<file path="config.mk">
export PLATFORM = sky130hd
export DESIGN_NAME = clk_div_ctrl
export DESIGN_NICKNAME = d
export VERILOG_FILES = /design/src/rtl/clk_div_ctrl.sv
export SDC_FILE = /design/constraint.sdc
export NUM_CORES = 1
export LEC_CHECK = 0
export ABC_AREA = 1
export BUFFER_PORTS_ARGS = -buffer_cell sky130_fd_sc_hd__clkbuf_2
export CAP_MARGIN = 20
export CORE_MARGIN = 2
export CORE_UTILIZATION = 50
export CTS_CLUSTER_DIAMETER = 50
export CTS_CLUSTER_SIZE = 20
export DETAILED_ROUTE_END_ITERATION = 8
export PLACE_DENSITY_LB_ADDON = 0.12
export SETUP_SLACK_MARGIN = 0.2
export SYNTH_ARGS = -nofsm -noshare
export SYNTH_HDL_FRONTEND = slang
export SYNTH_SLANG_ARGS = --single-unit
</file>
<file path="constraint.sdc">
create_clock -name clk_in -period 2.5 [get_ports clk_in]
set_input_delay 0.5 -clock clk_in [delete_from_list [all_inputs] [get_ports clk_in]]
set_output_delay 0.5 -clock clk_in [all_outputs]
set_load 0.02 [all_outputs]
</file>
<file path="src/rtl/clk_div_ctrl.sv">
// rtl/clk_div_ctrl.sv - runtime-programmable integer clock divider with sequencing controller
//
// Purpose: divides clk_in by a ratio that can be changed through a valid/ready
// handshake. A new ratio is applied only at a period boundary, and start/stop
// never truncate a period.
//
// Optional feature macro: DIV_DUTY50_EN (negedge flop gives 50% duty for odd ratios).
//
// Ports:
//   clk_in     - single input clock
//   rst_n      - asynchronous active-low reset
//   en         - level run request
//   cfg_valid  - new-ratio request
//   cfg_n      - requested ratio (W bits, must be >= 2)
//   cfg_ready  - shadow register empty, request can be accepted (registered)
//   cfg_err    - one-cycle pulse after a rejected request (ratio < 2)
//   clk_out    - divided clock
//   tick       - high in the last clk_in cycle of each clk_out period
//   busy       - controller not idle
//   cur_n      - ratio currently in effect
module clk_div_ctrl #(
    parameter int W       = 10,
    parameter int N_RESET = 3
) (
    input  logic         clk_in,
    input  logic         rst_n,
    input  logic         en,
    input  logic         cfg_valid,
    input  logic [W-1:0] cfg_n,
    output logic         cfg_ready,
    output logic         cfg_err,
    output logic         clk_out,
    output logic         tick,
    output logic         busy,
    output logic [W-1:0] cur_n
);

    localparam logic [W-1:0] LP_N_RESET = W'(N_RESET);
    localparam logic [W-1:0] LP_ONE     = W'(1);
    localparam logic [W-1:0] LP_TWO     = W'(2);

    typedef enum logic [1:0] {
        S_IDLE = 2'd0,
        S_RUN  = 2'd1,
        S_STOP = 2'd2
    } state_t;

    state_t         r_state;
    logic [W-1:0]   r_cnt;
    logic [W-1:0]   r_cur_n;
    logic [W-1:0]   r_shadow;
    logic           r_cfg_ready;
    logic           r_cfg_err;

    logic           w_busy;
    logic           w_wrap;
    logic           w_hi;
    logic           w_accept;
    logic           w_cfg_bad;

    assign w_busy    = (r_state != S_IDLE);
    // Wrap edge: the edge that leaves counter == cur_n-1 while running.
    assign w_wrap    = w_busy && (r_cnt == (r_cur_n - LP_ONE));
    assign w_hi      = w_busy && (r_cnt < (r_cur_n >> 1));
    assign w_accept  = cfg_valid && r_cfg_ready;
    assign w_cfg_bad = (cfg_n < LP_TWO);

    always_ff @(posedge clk_in or negedge rst_n) begin
        if (!rst_n) begin
            r_state     <= S_IDLE;
            r_cnt       <= '0;
            r_cur_n     <= LP_N_RESET;
            r_shadow    <= '0;
            r_cfg_ready <= 1'b1;
            r_cfg_err   <= 1'b0;
        end else begin
            r_cfg_err <= 1'b0;

            // Accept and apply are mutually exclusive: accept needs an empty
            // shadow, apply needs a full one. A ratio accepted on a wrap edge
            // is therefore applied only at the following wrap.
            if (w_accept) begin
                if (w_cfg_bad) begin
                    r_cfg_err <= 1'b1;
                end else begin
                    r_shadow    <= cfg_n;
                    r_cfg_ready <= 1'b0;
                end
            end else if (!r_cfg_ready && (!w_busy || w_wrap)) begin
                r_cur_n     <= r_shadow;
                r_cfg_ready <= 1'b1;
            end

            case (r_state)
                S_IDLE: begin
                    r_cnt <= '0;
                    if (en) begin
                        r_state <= S_RUN;
                    end
                end
                S_RUN: begin
                    if (w_wrap) begin
                        r_cnt <= '0;
                        if (!en) begin
                            r_state <= S_IDLE;
                        end
                    end else begin
                        r_cnt <= r_cnt + LP_ONE;
                        if (!en) begin
                            r_state <= S_STOP;
                        end
                    end
                end
                S_STOP: begin
                    // Period keeps running; re-enable resumes without a gap.
                    if (w_wrap) begin
                        r_cnt   <= '0;
                        r_state <= en ? S_RUN : S_IDLE;
                    end else begin
                        r_cnt <= r_cnt + LP_ONE;
                        if (en) begin
                            r_state <= S_RUN;
                        end
                    end
                end
                default: begin
                    r_state <= S_IDLE;
                    r_cnt   <= '0;
                end
            endcase
        end
    end

`ifdef DIV_DUTY50_EN
    logic r_neg_hi;

    // Half-cycle delayed copy of the high phase for odd ratios; OR-ing it in
    // stretches the high phase by half a clk_in period.
    always_ff @(negedge clk_in or negedge rst_n) begin
        if (!rst_n) begin
            r_neg_hi <= 1'b0;
        end else begin
            r_neg_hi <= w_busy && r_cur_n[0] && w_hi;
        end
    end

    assign clk_out = w_hi | r_neg_hi;
`else
    assign clk_out = w_hi;
`endif

    assign tick      = w_wrap;
    assign busy      = w_busy;
    assign cur_n     = r_cur_n;
    assign cfg_ready = r_cfg_ready;
    assign cfg_err   = r_cfg_err;

endmodule

</file>
# Word-level counts from Yosys, hierarchy flattened
# Cells that the tools add are included.
# Widths: inputs -> output; s select.
# classes
addsub,2
order_cmp,2
eq_ne,5
muxes,14
bitwise,2
reduce_logical,14
# op_table
operator,n
$mux 10,2
$add 10x1->10 const B,1
$eq 10x10->1,1
$lt 10x2->1 const B,1
$lt 10x9->1,1
$mux 2,5
$sub 10x1->10 const B,1
$mux 1,6
$pmux 2 s3,1
$reduce_and 2->1,3
$logic_and 1x1->1,4
$ne 2x2->1 const B,2
$reduce_bool 2->1,2
$eq 2x1->1 const B,1
$eq 2x2->1 const B,1
$logic_not 1->1,2
$logic_not 2->1,1
$not 1->1,2
$reduce_or 2->1,1
$logic_or 1x1->1,1
# word_totals
reg_bits,34
input_bits,14
output_inout_bits,15
word_cells,45

# Depth between registers and ports, before layout
# logic_depth
depth_word,7
ltp_mapped,16
depth_no_buf,15

# Worst setup path after synthesis
# Ideal clock, no wire load.
# synth_timing
kind,register -> output
startpoint,"register r_cur_n[0], in the netlist cur_n[0]"
endpoint,output port tick
arrival_time_ns,1.872
path_slack_ns,0.128
stages_incl_launch_ff,13
path_buffers,0
cell_sequence,dfstp_2 -> inv_1 -> ha_1 -> inv_1 -> nand2_1 -> nand2_1 -> nor2_1 -> nand3_1 -> nor2_1 -> nand3_1 -> nor2_1 -> nand2_1 -> nor2_1
# synth_via
elab_chain_cells,3
# synth_rtl
item,line,text
start: declaration,50,logic [W-1:0] r_cur_n;
start signal: assignment,90,r_cur_n <= r_shadow;
$sub 10x1->10,63,assign w_wrap = w_busy && (r_cnt == (r_cur_n - LP_ONE));
$eq 10x10->1,63,
$logic_and 1x1->1,63,
end: declaration,33,"output logic tick,"
# Every way passes these cells.

# Worst setup path in the final report
# Ends and elaborated chain as after synthesis.

==> results.yml <==
sta:
  fin_crit_ns: 2.567
  setup-violations-final: 1
  holdWs_ns: 0.3097
  maxSlewHeadroom_pct: 43.81
  fmax_mhz: 389.6
  drv_slew: 0
  hold_viol_final: 0
  worst_slew_pin_slew_ns: 0.8428
  setup_ws_ns: -0.06682
  fin_skew_ns: 0.008353
  rsz0062_at_grt: "yes"
  fin_crit_sh_pct: 102.7
worst_setup_path:
  cp.required_ns: 2.00
  r2r_cells: 19
  cp-start-kind: "register"
  worstSetupPathType: "reg -> out"
  cp.arrival_ns: 2.07
  critical_path_peak_fanout: 3
  worstSetupEndpointType: "output port"
place:
  place_ws_ns: 0.09410
  dp_hpwl_mm: 3.938
  port-buffer-count: 28
  gp_congestion: 0.8991
yosys:
  synth_top_area_share_pct: 33.60
  synthFlopType: "dfrtp_1"
  synthArstFlopShare_pct: 100.0
  synthesis.nets: 343
  yosys.area.top_type: "dfrtp_1"
  synth.area.top_cells: "dfrtp_1, nand2_1, ha_1, nand3_1, inv_1"
  ys.warnings.count: 0
  syn_area_per_cell_um2: 7.328
  synth.cell_area_um2: 2308
  ys_seq_area_share_pct: 37.02
  synth-edff-count: 0
  syn_inst: 315
  synth_seq_cells: 34
  yosysUniqueCellTypes: 35
pwr:
  swShare_pct: 48.35
  p_int_mw: 1.793
  pwr-share-clk_pct: 12.2
  irDropWorstVdd_mv: 0.5370
  power_density_nw_per_um2: 1205
  p_seq_share_pct: 27.2
  power_frac_comb_pct: 60.6
  leakagePower_nw: 1.562
  power_switching_mw: 1.678
global_routing:
  grt_overflow_total: 0
  antenna_found_initial: 0
  track_usage_pct: 21.88
  grt_pass1_wl_mm: 8.680
  grt_pass1_vias: 1999
  grt_max_degree: 35
run_status:
  violations: "negative setup slack"
  status: "complete, but fails checks"
cts:
  ctsHoldBuffers: 0
  htree_levels: 2
  cts_tree: "done"
  clockBufferDepth: 2
  insertion_delay_ns: 0.29
  cts_made_buffers: 5
  clkSinkCount: 34
  clk_pin_slew_ns: 0.08
  cts-root-buf: "clkbuf_8"
floorplanning:
  fp.dieW_um: 71.95
  die_h_um: 71.95
  placementRows: 24
  io_pins: 29
  dieArea_um2: 5176
  initial_core_util_pct: 52.30
  core_area_um2: 4414
layout:
  drive_gt1_share_pct: 31.87
  mostFrequentLayoutCells: "nand2_1, inv_1, dfrtp_1, clkbuf_2, nand3_1"
  num-fill-cells: 397
  final_common_cell: "nand2_1"
  finalNetCount: 391
  n_antenna_cell: 0
  syn2layout_area_growth_pct: 24.82
route:
  vias: 2075
  drt.antenna.violating_nets: 0
  drtIter0Drc: 104
  first_pass_iters: 4
  via_per_inst: 4.988
  drc: 0
  wl_per_cell_um: 12.71
  wirelength_mm: 5.286
run:
  maxCapViolations: 0
worst_hold_path:
  hold_path.class: "in -> async"
-- synthesized netlist by cell type (all sizes together), types with 4 or more instances --
cell,count
nand3b,5
dfrtp,31
xnor2,4
o21ai,7
xor2,7
nand4,4
nand2,117
ha,14
nand3,33
inv,41
nor2,25
-- per-layer routing --
layer	GRT usage, %	vias up	part of all wire [%]
met5	0	-	0
met4	8.595	0	0.96
met3	3.333	4	2.9
met2	36.52	33	51
met1	28.79	945	46
li1	-	1093	-
-- sequential cells by signal, indices dropped and copies added (netlist names) --
name,count
r_shadow,10
cur_n,10
cfg_ready,1
r_cnt,10
r_state,2
cfg_err,1
-- power by group through the flow --
stage / Sequential, mW / Combinational [mW] / Clock (mW)
after floorplan: 1.01 / 1.21 / 0
after global routing: 0.973 / 2.37 / 0.458
after CTS: 0.929 / 1.95 / 0.441
after detailed placement: 0.951 / 1.70 / 0
final: 0.944 / 2.10 / 0.425
after global placement: 0.945 / 1.67 / 0
-- final timing paths --
kind | start | to | slack (ns)
setup / recovery | cur_n[0] | tick | -0.07
hold / removal | rst_n | r_cnt[4] | 0.31
setup reg to reg | cur_n[0] | r_cnt[7] | 0
hold reg to reg | r_shadow[6] | r_shadow[6] | 0.48
max in group asynchronous | rst_n | cur_n[9] | 1.60
min in group clk_in | cfg_n[0] | r_shadow[0] | 0.41
-- stage by stage --
step,power (mW),util [%],TNS (ns),cells,instance area [um^2]
3_3_place_gp,2.618,56.92,0,394,2512
3_5_place_dp,2.650,56.92,0,394,2512
6_report,3.471,65.28,-0.06682,416,2882
4_1_cts,3.320,62.64,-0.1483,413,2765
2_1_floorplan,2.218,-,0,315,2311
5_1_grt,3.798,65.28,-3.302,416,2882
-- repair_timing --
action,in CTS,in global routing
endpoints found under the setup margin,2,24
pin swaps,10,12
buffers inserted,11,2
gates resized for setup,26,23
cloned,0,1
-- area by class of cell --
class,count,area (um^2),area share [%]
clock buffer,6,82.58,2.866
clock inverter,2,12.51,0.4342
inverter,43,161.4,5.601
multi-input combinational,233,1398,48.50
sequential,34,860.8,29.87
tap,52,65.06,2.258
timing repair buffer,46,301.5,10.46
-- critical path, stage by stage (launching register included) --
cell,delay [ns]
dfstp_2,0.54
inv_2,0.06
ha_4,0.26
inv_2,0.02
nand2_1,0.04
nand2_1,0.05
nor2_2,0.10
nand3_1,0.08
nor2_1,0.12
nand3_1,0.10
nor2_2,0.11
nand2_1,0.07
nor2_2,0.08
clkbuf_8,0.15
-- kinds of logic (layout without fill, tap and decap cells) --
family	Yosys count	after routing	synth area share, %
adder cells (fa/ha/maj)	14	14	7.588
AO/OA/AOI/OAI	17	17	4.662
AND/OR/NAND/NOR	191	191	37.78
XOR/XNOR	11	11	4.499
flip-flops	34	34	37.02
buffers and inverters	48	97	8.455
(Power assumes the default switching activity.)
